File: src/rtl/sync_2ff.sv
// Two-flop synchronizer for asynchronous single-bit inputs.
// Reset value is a parameter so idle level matches the source.
module sync_2ff #(
    parameter logic RST_VAL = 1'b0
) (
    input  logic clk,
    input  logic rst,
    input  logic d,
    output logic q
);

    logic meta;

    always_ff @(posedge clk or posedge rst) begin
        if (rst) begin
            meta <= RST_VAL;
            q    <= RST_VAL;
        end else begin
            meta <= d;
            q    <= meta;
        end
    end

endmodule

File: src/rtl/lvl_to_pulse.sv
// Push-button level to single-cycle press strobe:
// synchronize, debounce, then detect the inactive-to-active edge.
module lvl_to_pulse #(
    parameter bit ACTIVE_LOW      = 1'b1,
    parameter int DEBOUNCE_CYCLES = 50000,
    parameter int CNT_W           = 16
) (
    input  logic clk,
    input  logic rst,
    input  logic lvl,
    output logic pulse
);

    localparam logic INACT = ACTIVE_LOW ? 1'b1 : 1'b0;
    localparam logic [CNT_W-1:0] CNT_MAX = CNT_W'(DEBOUNCE_CYCLES - 1);

    logic             sync2;
    logic             db;
    logic [CNT_W-1:0] cnt;
    logic             differ;
    logic             accept;

    sync_2ff #(
        .RST_VAL(INACT)
    ) u_sync (
        .clk(clk),
        .rst(rst),
        .d  (lvl),
        .q  (sync2)
    );

    assign differ = (sync2 != db);
    assign accept = differ && (cnt == CNT_MAX);

    // Any return to the accepted level restarts the stability count.
    always_ff @(posedge clk or posedge rst) begin
        if (rst) begin
            db  <= INACT;
            cnt <= '0;
        end else if (!differ) begin
            cnt <= '0;
        end else if (accept) begin
            db  <= sync2;
            cnt <= '0;
        end else begin
            cnt <= cnt + 1'b1;
        end
    end

    // Only the press direction strobes; release is silent.
    always_ff @(posedge clk or posedge rst) begin
        if (rst) begin
            pulse <= 1'b0;
        end else begin
            pulse <= accept && (db == INACT);
        end
    end

endmodule

File: config.mk
export PLATFORM = sky130hd
export DESIGN_NAME = lvl_to_pulse
export DESIGN_NICKNAME = d
export VERILOG_FILES = /design/src/rtl/sync_2ff.sv /design/src/rtl/lvl_to_pulse.sv
export SDC_FILE = /design/constraint.sdc
export NUM_CORES = 1
export LEC_CHECK = 0
export ABC_CLOCK_PERIOD_IN_PS = 1800
export CAP_MARGIN = 0
export CORE_UTILIZATION = 54
export CTS_CLUSTER_DIAMETER = 200
export DETAILED_ROUTE_END_ITERATION = 12
export PLACE_DENSITY_LB_ADDON = 0.15
export SLEW_MARGIN = 20
export SYNTH_ARGS = -nofsm -noshare
export SYNTH_HDL_FRONTEND = slang
export SYNTH_SLANG_ARGS = --single-unit
File: constraint.sdc
create_clock -name clk -period 1.8 [get_ports clk]
set_clock_uncertainty 0.1 [all_clocks]
set_input_delay 0.45 -clock clk [delete_from_list [all_inputs] [get_ports clk]]
set_output_delay 0.45 -clock clk [all_outputs]
set_load 0.02 [all_outputs]
Yosys cells after proc, flatten, opt, wreduce, memory -nomap -nowiden. Index checks and enable logic that the tools add are counted. W data, S select, Z words.

Output and inout bits: 1. Logic and storage cells: 13. Memories kept: 0. RAM bits: 0. ROM bits: 0. Flip-flop bits (word level): 20. Input port bits: 3. Latch bits: 0.

Mux-type cells: 2. Shift operators: 0. Reduce and logical (&&, ||, !) cells: 3. Multipliers: 0. Eq/ne operators: 2. Bitwise gates (word level): 0. Magnitude comparators: 0. Add/subtract/negate cells: 1. Divide/modulo/power cells: 0.

Operator list (count): $mux W16 (2); $add A16 B1 Y16 const B (1); $eq A16 B16 Y1 const B (1); $logic_and A1 B1 Y1 (2); $reduce_and A2 Y1 (1); $ne A1 B1 Y1 (1).

Longest topological paths before layout. Gate-level depths: netlist (run 1).

Word-level depth: 4. Mapped depth: 6.

Modules after synthesis. Synthesis (run 1) repeated with hierarchy kept, for this count alone.

Cell total of the unflattened synthesis: 92. Area, all modules: 983.4 um^2.

Modules (own cells, without submodules): lvl_to_pulse (sequential area each 451.7 um^2, area each 927.1 um^2, cells an instance 89, instances 1); sync_2ff (sequential area each 52.6 um^2, area each 56.3 um^2, cells an instance 3, instances 1).

Least setup slack after synthesis (run 1). OpenSTA, ideal clock, no wires.

Path type: reg2reg. From: register cnt[0]. To: register db. Cell stages (with the launch flop): 5. Required time: 1618 ps. Data arrival time: 1313 ps. Buffers on the path: 0. Path slack: 305 ps. Library setup time: 82 ps. Cell sequence: dfrtp_1 ha_1 and3_1 nand4_1 mux2_2.

Cells in the longest elaborated chain, start to end: 3.

Ends and longest elaborated chain: start: declaration (line lvl_to_pulse.sv:19) `logic [CNT_W-1:0] cnt;`; start signal: assignment (line lvl_to_pulse.sv:46) `cnt <= cnt + 1'b1;`; $eq A16 B16 Y1 (line lvl_to_pulse.sv:33) `assign accept = differ && (cnt == CNT_MAX);`; $logic_and A1 B1 Y1 (line lvl_to_pulse.sv:33); $reduce_and A2 Y1 (no source line); end signal: assignment (line lvl_to_pulse.sv:43) `db <= sync2;`; end: declaration (line lvl_to_pulse.sv:18) `logic db;`.

No other way between the ends. A chain may end at the register's enable or synchronous reset.

Final worst setup path (run 1).
From: register cnt[0]. To: register cnt[2].

Cells in the longest elaborated chain, start to end: 4.

Ends and longest elaborated chain: branches (longest 2 deep; another with $add A16 B1 Y16); $mux W16 (*) (line lvl_to_pulse.sv:42) `end else if (accept) begin`; $mux W16 (*) (line lvl_to_pulse.sv:40) `end else if (!differ) begin`.

Mark *: on every way between the ends.

==> flow_summary.toml, run 1 <==
[flow_run]
max_cap_violations = 0

[clock_network]
clock_tree_from_tritoncts = "built"
cts.sink_count = 20
cts_made_buffers = 3
insertion_delay_ns = 0.29
ctsHtreeMaxLevel = 1
cts.path.max_buffers = 2
clk_transition_reported_paths_ns = 0.10
cts.root.buffer_cell = "sky130_fd_sc_hd__clkbuf_4"

[routing]
routed_via_density = 5.361
postRouteWirelength_um = 1586
wl_on_met1_um = 787
dr.pass1.iters = 4
drt.antenna.violating_nets = 0
dr_total_vias = 638
remaining_drc_errors = 0
drt_first_iter_violations = 11
dr_wl_met2_um = 727
routedWlPerCell_um = 13.33
route.met3.wl_um = 51
dr.max_layer_used = "met4"

[floorplanning]
die_area_mm2 = 0.001986
num_io_pins = 4
die_y_um = 44.57
rows = 15
fp.dieW_um = 44.57
floorplan.initialDensity_pct = 57.29
core_area_mm2 = 0.001708

[power_and_ir_drop]
fin_total_pwr_mw = 0.7496
p_leak_nw = 0.4231
power_per_cell_area_mw_per_mm2 = 691.8
max-vdd-ir-drop_mv = 0.6643

[global_route]
grt_max_degree = 21
first_global_vias = 614
global_route.overflow_total = 0
grt_pass1_wl_um = 2753
groute.usage.overall_pct = 19.43
antenna_found_initial = 0

[synth]
synth.distinct_cells = 24
synthesis.area_per_instance_um2 = 11.38
post_synth_instance_area_um2 = 978.4
post_synth_inst_count = 86
yosys_register_bits = 20
synth_fp_nets = 90
yosysWarnings = 0
synth-seq-area-share_pct = 51.53

[layout]
antenna_diodes = 0
fill_cells = 144
fin_nets = 99
final_layout_size_suffix_gt1_share_pct = 23.40
syn2layout_area_growth_pct = 10.74

[run_status]
run_status = "completed"

[setup_path]
cp.required_ns = 1.88
critPathBufInv = 0
ordered_cell_list_for_the_critical_path = "ha_1 -> and3_1 -> nand4_1 -> nand2_4 -> nor2_1"
cp.arrival_ns = 1.73
timing.critical_path.depth = 5
reg2regPathDepth = 5
r2r_setup_slack_ns = 0.16
launch_point_of_the_worst_reg_to_reg_path = "cnt[0]"
worstSetupStartpointType = "flip-flop"
crit_path_max_incr_delay_ns = 0.43
critical_path_peak_fanout = 15
critical_path.startpoint = "cnt[0]"
worst_r2r_endpoint = "cnt[2]"
cpMaxStageDelayCell = "sky130_fd_sc_hd__dfrtp_1"
timing.critical_path.max_delay_family = "simple AND/OR/NAND/NOR gates"
worst_setup_path_endpoint = "cnt[2]"
crit_type = "flip-flop to flip-flop"
worstSetupEndpointType = "flip-flop"

[sta]
timing.final.max_slew_violations = 0
grt_setup_unrepaired = "false"
final_min_period_over_clock_period_pct = 91.31
final_hold_viol_count = 0
worstMarginPinSlew_ns = 0.2875
setup_tns_ns = 0
final-setup-viol-count = 0
worst_max_slew_margin_expressed_relative_to_the_limit_pct = 80.56
achievable-frequency_mhz = 608.4
layout_min_cycle_time_ns = 1.644

[worst_hold_path]
hold_path_class = "flip-flop to flip-flop"
whs_path_depth = 0

[place]
detailedPlacementHpwl_um = 1173
numPortBuffers = 3
gp_congestion = 0.7222
==> cell type report <==
cell class	count	area (um^2)	share of cell area [%]
sequential	20	504.2	46.54
inverter	4	15.01	1.386
multi-input combinational	61	452.9	41.80
timing repair buffer	5	43.79	4.042
clock buffer	4	36.28	3.349
tap	25	31.28	2.887
==> layer usage <==
layer / GRT usage, % / up-vias
met5: 0 / -
met4: 9.091 / 0
met3: 2.449 / 2
met2: 28.24 / 14
met1: 28.84 / 308
li1: - / 314
==> registers in the layout, indices dropped and copies added, names as in the netlist <==
register	flops
u_sync.meta	1
db	1
u_sync.q	1
cnt	16
pulse	1
==> through the flow <==
step / hold slack [ns] / area [um^2] / utilization, % / std cells / setup slack (ns)
2_1_floorplan: 0.2452 / 978.4 / - / 86 / 0.3045
3_5_place_dp: 0.2473 / 1044 / 61.10 / 115 / 0.1028
5_1_grt: 0.2738 / 1084 / 63.44 / 119 / 0.04874
4_1_cts: 0.2637 / 1079 / 63.15 / 119 / 0.08621
6_report: 0.2613 / 1084 / 63.44 / 119 / 0.1564
3_3_place_gp: 0.2462 / 1044 / 61.10 / 115 / 0.1601
==> timing repair <==
item                                    in CTS  in global routing
setup buffers                                0                  0
hold buffers                                 0                  0
endpoints found under the setup margin       1                 10
gates resized for setup                      1                  1
==> synth_stat cells <==
library cell               n  area share [%]
sky130_fd_sc_hd__nand4_2   1             1.3
sky130_fd_sc_hd__xor2_1    3             2.7
sky130_fd_sc_hd__mux2_2    1             1.2
sky130_fd_sc_hd__nor3_1    3             1.5
sky130_fd_sc_hd__nand4_1   3             1.9
sky130_fd_sc_hd__nand2_1   2            0.77
sky130_fd_sc_hd__dfstp_2   3             8.1
sky130_fd_sc_hd__nor4_2    5             6.4
sky130_fd_sc_hd__nor2_2    2             1.3
sky130_fd_sc_hd__and4b_1   1             1.0
sky130_fd_sc_hd__and3_1    2             1.3
sky130_fd_sc_hd__nor4b_2   1             1.5
sky130_fd_sc_hd__nand3_1   4             2.0
sky130_fd_sc_hd__dfrtp_1  17              43
sky130_fd_sc_hd__inv_1     4             1.5
sky130_fd_sc_hd__nand3_2   1             1.0
sky130_fd_sc_hd__nand2_2   1            0.64
sky130_fd_sc_hd__ha_1      1             1.3
sky130_fd_sc_hd__nand3_4   1             1.8
sky130_fd_sc_hd__buf_6     1             1.2
sky130_fd_sc_hd__nor2_1   15             5.8
sky130_fd_sc_hd__nor3b_1   1            0.77
sky130_fd_sc_hd__nor4b_1   1            0.90
sky130_fd_sc_hd__xnor2_1  12              11
==> cells in the final DEF, fill, tap and decap left out, drive strengths merged, types with 3 or more instances in the layout <==
cell type / instances
nand4: 4
nand2: 3
clkbuf: 4
nor4: 5
inv: 4
xor2: 3
dfstp: 3
xnor2: 12
nor2: 17
nand3: 6
nor3: 3
dfrtp: 17
==> kinds of logic (layout without fill, tap and decap cells) <==
kind of cell	after synthesis	count (layout)	share of synthesized area [%]
xor gates and xnor gates	15	15	13.43
buffers and inverters	5	13	2.685
muxes	1	1	1.151
adders and majority gates	1	1	1.279
and+or+nand+nor	44	44	29.92
DFF	20	20	51.54
==> power breakdown <==
group	leakage, nW	internal [mW]	switching (mW)
logic	0.136	0.0121	0.0196
registers	0.266	0.459	0.00825
clock network	0.0210	0.123	0.128
total	0.423	0.594	0.156
==> worst register-to-register path: cells and delay by family (launching register included) <==
| kind | cells | cell delay (ns) |
|---|---|---|
| adders and majority gates | 1 | 0.23 |
| DFF | 1 | 0.43 |
| and+or+nand+nor | 4 | 0.77 |
==> worst min path at each step <==
stage	startpoint	endpoint	slack, ns
3_3_place_gp	u_sync.meta	u_sync.q	0.25
6_report	u_sync.meta	u_sync.q	0.26
5_1_grt	u_sync.meta	u_sync.q	0.27
4_1_cts	u_sync.meta	u_sync.q	0.26
3_5_place_dp	u_sync.meta	u_sync.q	0.25
2_1_floorplan	u_sync.meta	u_sync.q	0.25
Power figures use the tool's default switching activity.
==> run 2: changes to the inputs <==
- CORE_MARGIN: unset -> 4
==> run 2 against run 1 <==
Compared with the run above:
- via count is 3.4% lower
- non-clock buffer count is 1 higher
- register-to-register slack about the same
- hold slack improved by 0.0041 ns
- final cell count up 0.84%
- final area is 0.12% higher
- routed wire length down 5.5%
- sequential cell count did not move
- sequential power about the same
- clock power shrank 17%
- critical path depth shrank 1
==> flow_summary.toml, run 2 (synthesized netlist as in run 1, its figures left out) <==
[global_route]
antenna_found_initial = 0
grt_pass1_wl_um = 2608
first_global_vias = 610
grt_max_degree = 21
groute.usage.overall_pct = 13.80
global_route.overflow_total = 0

[sta]
final-setup-viol-count = 0
achievable-frequency_mhz = 611.9
timing.final.max_slew_violations = 0
worstMarginPinSlew_ns = 0.2871
final_hold_viol_count = 0
worst_max_slew_margin_expressed_relative_to_the_limit_pct = 80.79
layout_min_cycle_time_ns = 1.634
grt_setup_unrepaired = "false"
final_min_period_over_clock_period_pct = 90.80
setup_tns_ns = 0

[place]
detailedPlacementHpwl_um = 1099
placed_cell_area_mm2 = 0.001051
gp_congestion = 0.7702
numPortBuffers = 3

[power_and_ir_drop]
netSwitchingPower_mw = 0.1489
max-vdd-ir-drop_mv = 0.4282
pwr-share-seq_pct = 66.1
power_per_cell_area_mw_per_mm2 = 650.3
fin_total_pwr_mw = 0.7054
swShare_pct = 21.11
p_leak_nw = 0.4364
power.share.combinational_pct = 4.3
clockPowerShare_pct = 29.5
internal_pwr_total_mw = 0.5565

[routing]
dr_total_vias = 616
routed_via_density = 5.133
dr.pass1.iters = 3
postRouteWirelength_um = 1499
drt.antenna.violating_nets = 0
routedWlPerCell_um = 12.49
drt_first_iter_violations = 10
remaining_drc_errors = 0

[setup_path]
crit_type = "flip-flop to flip-flop"
critical_path_peak_fanout = 4
cp.required_ns = 1.92
cp.arrival_ns = 1.76
worstSetupStartpointType = "flip-flop"
worstSetupEndpointType = "flip-flop"

[clock_network]
insertion_delay_ns = 0.29
clock_tree_from_tritoncts = "built"
ctsHtreeMaxLevel = 1
cts.root.buffer_cell = "sky130_fd_sc_hd__clkbuf_4"
clk_transition_reported_paths_ns = 0.10
cts.sink_count = 20
cts.path.max_buffers = 2
post-cts-setup-buffers = 0
cts_made_buffers = 3

[floorplanning]
fp.dieW_um = 50.57
die_area_mm2 = 0.002557
rows = 15
die_y_um = 50.57
core_area_mm2 = 0.001727
num_io_pins = 4
floorplan.initialDensity_pct = 56.67

[layout]
antenna_diodes = 0
layout.cells.most_common = "sky130_fd_sc_hd__dfrtp_1"
final_layout_size_suffix_gt1_share_pct = 23.16
largest_register_ff_count = 16
fin_nets = 100
max_flop_register = "cnt"
syn2layout_area_growth_pct = 10.87
finish.instance_area_mm2 = 0.001085
mostFrequentLayoutCells = "sky130_fd_sc_hd__dfrtp_1, sky130_fd_sc_hd__nor2_1, sky130_fd_sc_hd__xnor2_1"

[worst_hold_path]
hold_path_class = "flip-flop to flip-flop"

[run_status]
run_status = "completed"

[flow_run]
max_cap_violations = 0
-- run 2: area by class of cell --
cell class,count,area [um^2]
flip-flops and latches,20,504.2
multi-input cells,61,452.9
fillers,156,641.9
well taps,25,31.28
clock buffers,4,26.28
inverters,4,15.01
repair buffers,6,55.05
-- run 2: power groups by stage --
stage | clock, mW | sequential [mW] | combinational (mW)
after floorplan | 0 | 0.474 | 0.0219
after global placement | 0 | 0.475 | 0.0312
after detailed placement | 0 | 0.475 | 0.0311
after CTS | 0.223 | 0.467 | 0.0313
after global routing | 0.242 | 0.468 | 0.0366
final | 0.208 | 0.467 | 0.0307
-- run 2: through the flow --
| stage | util [%] | hold slack [ns] | worst slack [ns] | std cells |
|---|---|---|---|---|
| floorplan | - | 0.2452 | 0.3045 | 86 |
| global placement | 60.87 | 0.2491 | 0.1492 | 116 |
| detailed placement | 60.87 | 0.2508 | 0.1320 | 116 |
| CTS | 62.39 | 0.2685 | 0.007616 | 120 |
| global route | 62.83 | 0.2702 | 0.03984 | 120 |
| finish | 62.83 | 0.2654 | 0.1656 | 120 |
-- run 2: routing by layer --
| layer | global-route usage [%] | routed length [um] | vias up |
|---|---|---|---|
| met5 | 0 | 0 | - |
| met4 | 5.381 | 14 | 0 |
| met3 | 3.561 | 28 | 2 |
| met2 | 21.30 | 713 | 3 |
| met1 | 18.48 | 742 | 302 |
| li1 | - | - | 309 |
-- run 2: worst paths after layout --
| path | start | to | slack, ns | depth (start not counted) |
|---|---|---|---|---|
| setup / recovery | cnt[0] | db | 0.17 | 4 |
| hold / removal | u_sync.meta | u_sync.q | 0.27 | 0 |
| setup reg to reg | cnt[0] | db | 0.17 | 4 |
| hold reg to reg | u_sync.meta | u_sync.q | 0.27 | 0 |
| max in group asynchronous | rst | db | 0.96 | 3 |
| min in group asynchronous | rst | cnt[10] | 0.38 | 3 |
-- run 2: worst max-delay path, cell delays in order (launching register included) --
cell	delay [ns]
sky130_fd_sc_hd__dfrtp_1	0.43
sky130_fd_sc_hd__ha_1	0.25
sky130_fd_sc_hd__and3_1	0.22
sky130_fd_sc_hd__nand4_1	0.19
sky130_fd_sc_hd__mux2_2	0.37
-- run 2: repair_timing --
item | CTS | global route
hold buffers | 0 | 0
gates resized for setup | 0 | 2
setup endpoints to repair | 0 | 9
==> run 3: changes to the inputs <==
- CELL_PAD_IN_SITES_DETAIL_PLACEMENT: unset -> 2
- CELL_PAD_IN_SITES_GLOBAL_PLACEMENT: unset -> 2
- CORE_UTILIZATION: 54 -> 39
==> run 3 against run 2 <==
Compared with the run above:
- via count grew 11%
- count of clock-buffer cells in the layout is the same
- maximum frequency shrank 3.9%
- critical path type unchanged
- largest cell class unchanged
- sequential share of layout area shrank 1.2 points
- worst setup slack lost 0.066 ns
- sequential power is essentially flat
- global-route usage grew 1.4 points
==> flow_summary.toml, run 3 (synthesized netlist as in run 1, its figures left out) <==
[floorplanning]
num_io_pins = 4
core_area_mm2 = 0.002297
floorplan.initialDensity_pct = 42.59
fp.dieW_um = 58.09
rows = 17
die_y_um = 58.09
die_area_mm2 = 0.003374

[clock_network]
cts_made_buffers = 3
cts.root.buffer_cell = "sky130_fd_sc_hd__clkbuf_4"
clock_tree_from_tritoncts = "built"
ctsHtreeMaxLevel = 1
cts.path.max_buffers = 2
insertion_delay_ns = 0.31
cts.sink_count = 20
clk_transition_reported_paths_ns = 0.11
ctsHoldBuffers = 0

[routing]
remaining_drc_errors = 0
dr_total_vias = 684
drt.antenna.violating_nets = 0
postRouteWirelength_um = 2271
routedWlPerCell_um = 18.17
drt_first_iter_violations = 18
dr.pass1.iters = 2
routed_via_density = 5.472

[setup_path]
timing.critical_path.depth = 5
cp.arrival_ns = 1.81
r2r_setup_slack_ns = 0.10
crit_path_max_incr_delay_ns = 0.42
critPathBufInv = 0
worstSetupStartpointType = "flip-flop"
worst_r2r_endpoint = "cnt[14]"
worstSetupEndpointType = "flip-flop"
timing.critical_path.max_delay_family = "simple AND/OR/NAND/NOR gates"
ordered_cell_list_for_the_critical_path = "ha_1 -> nand3_1 -> nor4_2 -> xnor2_1 -> nor2_1"
cpMaxStageDelayCell = "sky130_fd_sc_hd__dfrtp_1"
launch_point_of_the_worst_reg_to_reg_path = "cnt[0]"
critical_path_peak_fanout = 4
reg2regPathDepth = 5
cp.required_ns = 1.91
crit_type = "flip-flop to flip-flop"

[global_route]
antenna_found_initial = 0
grt_max_degree = 21
global_route.overflow_total = 0
groute.usage.overall_pct = 15.17
first_global_vias = 777
grt_pass1_wl_um = 3836

[power_and_ir_drop]
max-vdd-ir-drop_mv = 0.5629
p_leak_nw = 0.4380
swShare_pct = 21.98
netSwitchingPower_mw = 0.1676
pwr-share-seq_pct = 61.3
internal_pwr_total_mw = 0.5948
fin_total_pwr_mw = 0.7625
clockPowerShare_pct = 34.2
power.share.combinational_pct = 4.5
power_per_cell_area_mw_per_mm2 = 684.7

[sta]
final-setup-viol-count = 0
whs_ns = 0.2707
worstMarginPinSlew_ns = 0.4560
final_min_period_over_clock_period_pct = 94.44
final_hold_viol_count = 0
worst_max_slew_margin_expressed_relative_to_the_limit_pct = 69.49
timing.final.max_slew_violations = 0
layout_min_cycle_time_ns = 1.700
achievable-frequency_mhz = 588.3

[layout]
largest_register_ff_count = 16
finish.instance_area_mm2 = 0.001114
max_flop_register = "cnt"
finalCoreUtilization_pct = 48.47
layout.cells.most_common = "sky130_fd_sc_hd__dfrtp_1"
syn2layout_area_growth_pct = 13.81
fin_nets = 102
antenna_diodes = 0
fill_cells = 243
mostFrequentLayoutCells = "sky130_fd_sc_hd__dfrtp_1, sky130_fd_sc_hd__nor2_1, sky130_fd_sc_hd__xnor2_1"
final_layout_size_suffix_gt1_share_pct = 25.77
final_cell_count_no_fill = 125

[place]
dpl.cell_count = 119
detailedPlacementHpwl_um = 1498
placed_cell_area_mm2 = 0.001055
numPortBuffers = 3
gp_congestion = 0.6756

[worst_hold_path]
whs_path_depth = 0
min_delay_worst_endpoint = "u_sync.q"
hold_path_class = "flip-flop to flip-flop"
worstHoldStart = "u_sync.meta"

[run_status]
run_status = "completed"

[flow_run]
max_cap_violations = 0
[run 3: changes by cell type in the layout (fill, tap and decap cells not counted), sizes merged]
cell and delta:
dlygate4sd2 +1, nand2 +1, dlymetal6s2s -1, buf +1
[run 3: worst register-to-register path, cell delays in order (launching register included)]
cell and delay (ns):
sky130_fd_sc_hd__dfrtp_1 0.42, sky130_fd_sc_hd__ha_1 0.23, sky130_fd_sc_hd__nand3_1 0.24, sky130_fd_sc_hd__nor4_2 0.39
sky130_fd_sc_hd__xnor2_1 0.17, sky130_fd_sc_hd__nor2_1 0.06
[run 3: area by class of cell]
| type | count | area (um^2) | area share (%) |
|---|---|---|---|
| flip-flops and latches | 20 | 504.2 | 45.28 |
| multi-input cells | 62 | 464.2 | 41.69 |
| repair buffers | 7 | 58.81 | 5.281 |
| clock buffers | 4 | 36.28 | 3.258 |
| well taps | 28 | 35.03 | 3.146 |
| inverters | 4 | 15.01 | 1.348 |
[run 3: worst max-delay path by stage]
stage              end   start
2_1_floorplan       db  cnt[0]
3_3_place_gp    cnt[4]  cnt[0]
3_5_place_dp    cnt[9]  cnt[0]
4_1_cts         cnt[9]  cnt[0]
5_1_grt        cnt[14]  cnt[0]
6_report       cnt[14]  cnt[0]
[run 3: repair_timing]
action | CTS | global route
setup buffers | 0 | 1
resized for setup | 1 | 2
gates cloned | 0 | 1
setup endpoints to repair | 1 | 15
pin swaps | 0 | 2
[run 3: layer usage]
metal / track usage [%] / share of wire [%] / vias to the layer above
met5: 0 / 0 / -
met4: 6.623 / 1.7 / 0
met3: 3.118 / 2.5 / 5
met2: 23.71 / 50 / 8
met1: 20.19 / 45 / 350
li1: - / - / 321
[run 3: power groups by stage]
stage	Combinational (mW)	Sequential, mW	Clock [mW]
detailed placement	0.0325	0.475	0
CTS	0.0335	0.467	0.276
floorplan	0.0219	0.474	0
global placement	0.0322	0.475	0
global route	0.0401	0.469	0.303
finish	0.0343	0.467	0.261
[run 3: per-stage QoR]
step / setup TNS [ns] / setup slack, ns
after global placement: 0 / 0.1184
after floorplan: 0 / 0.3045
final: 0 / 0.1001
after global routing: -0.02499 / -0.02499
after CTS: 0 / 0.0002782
after detailed placement: 0 / 0.03433
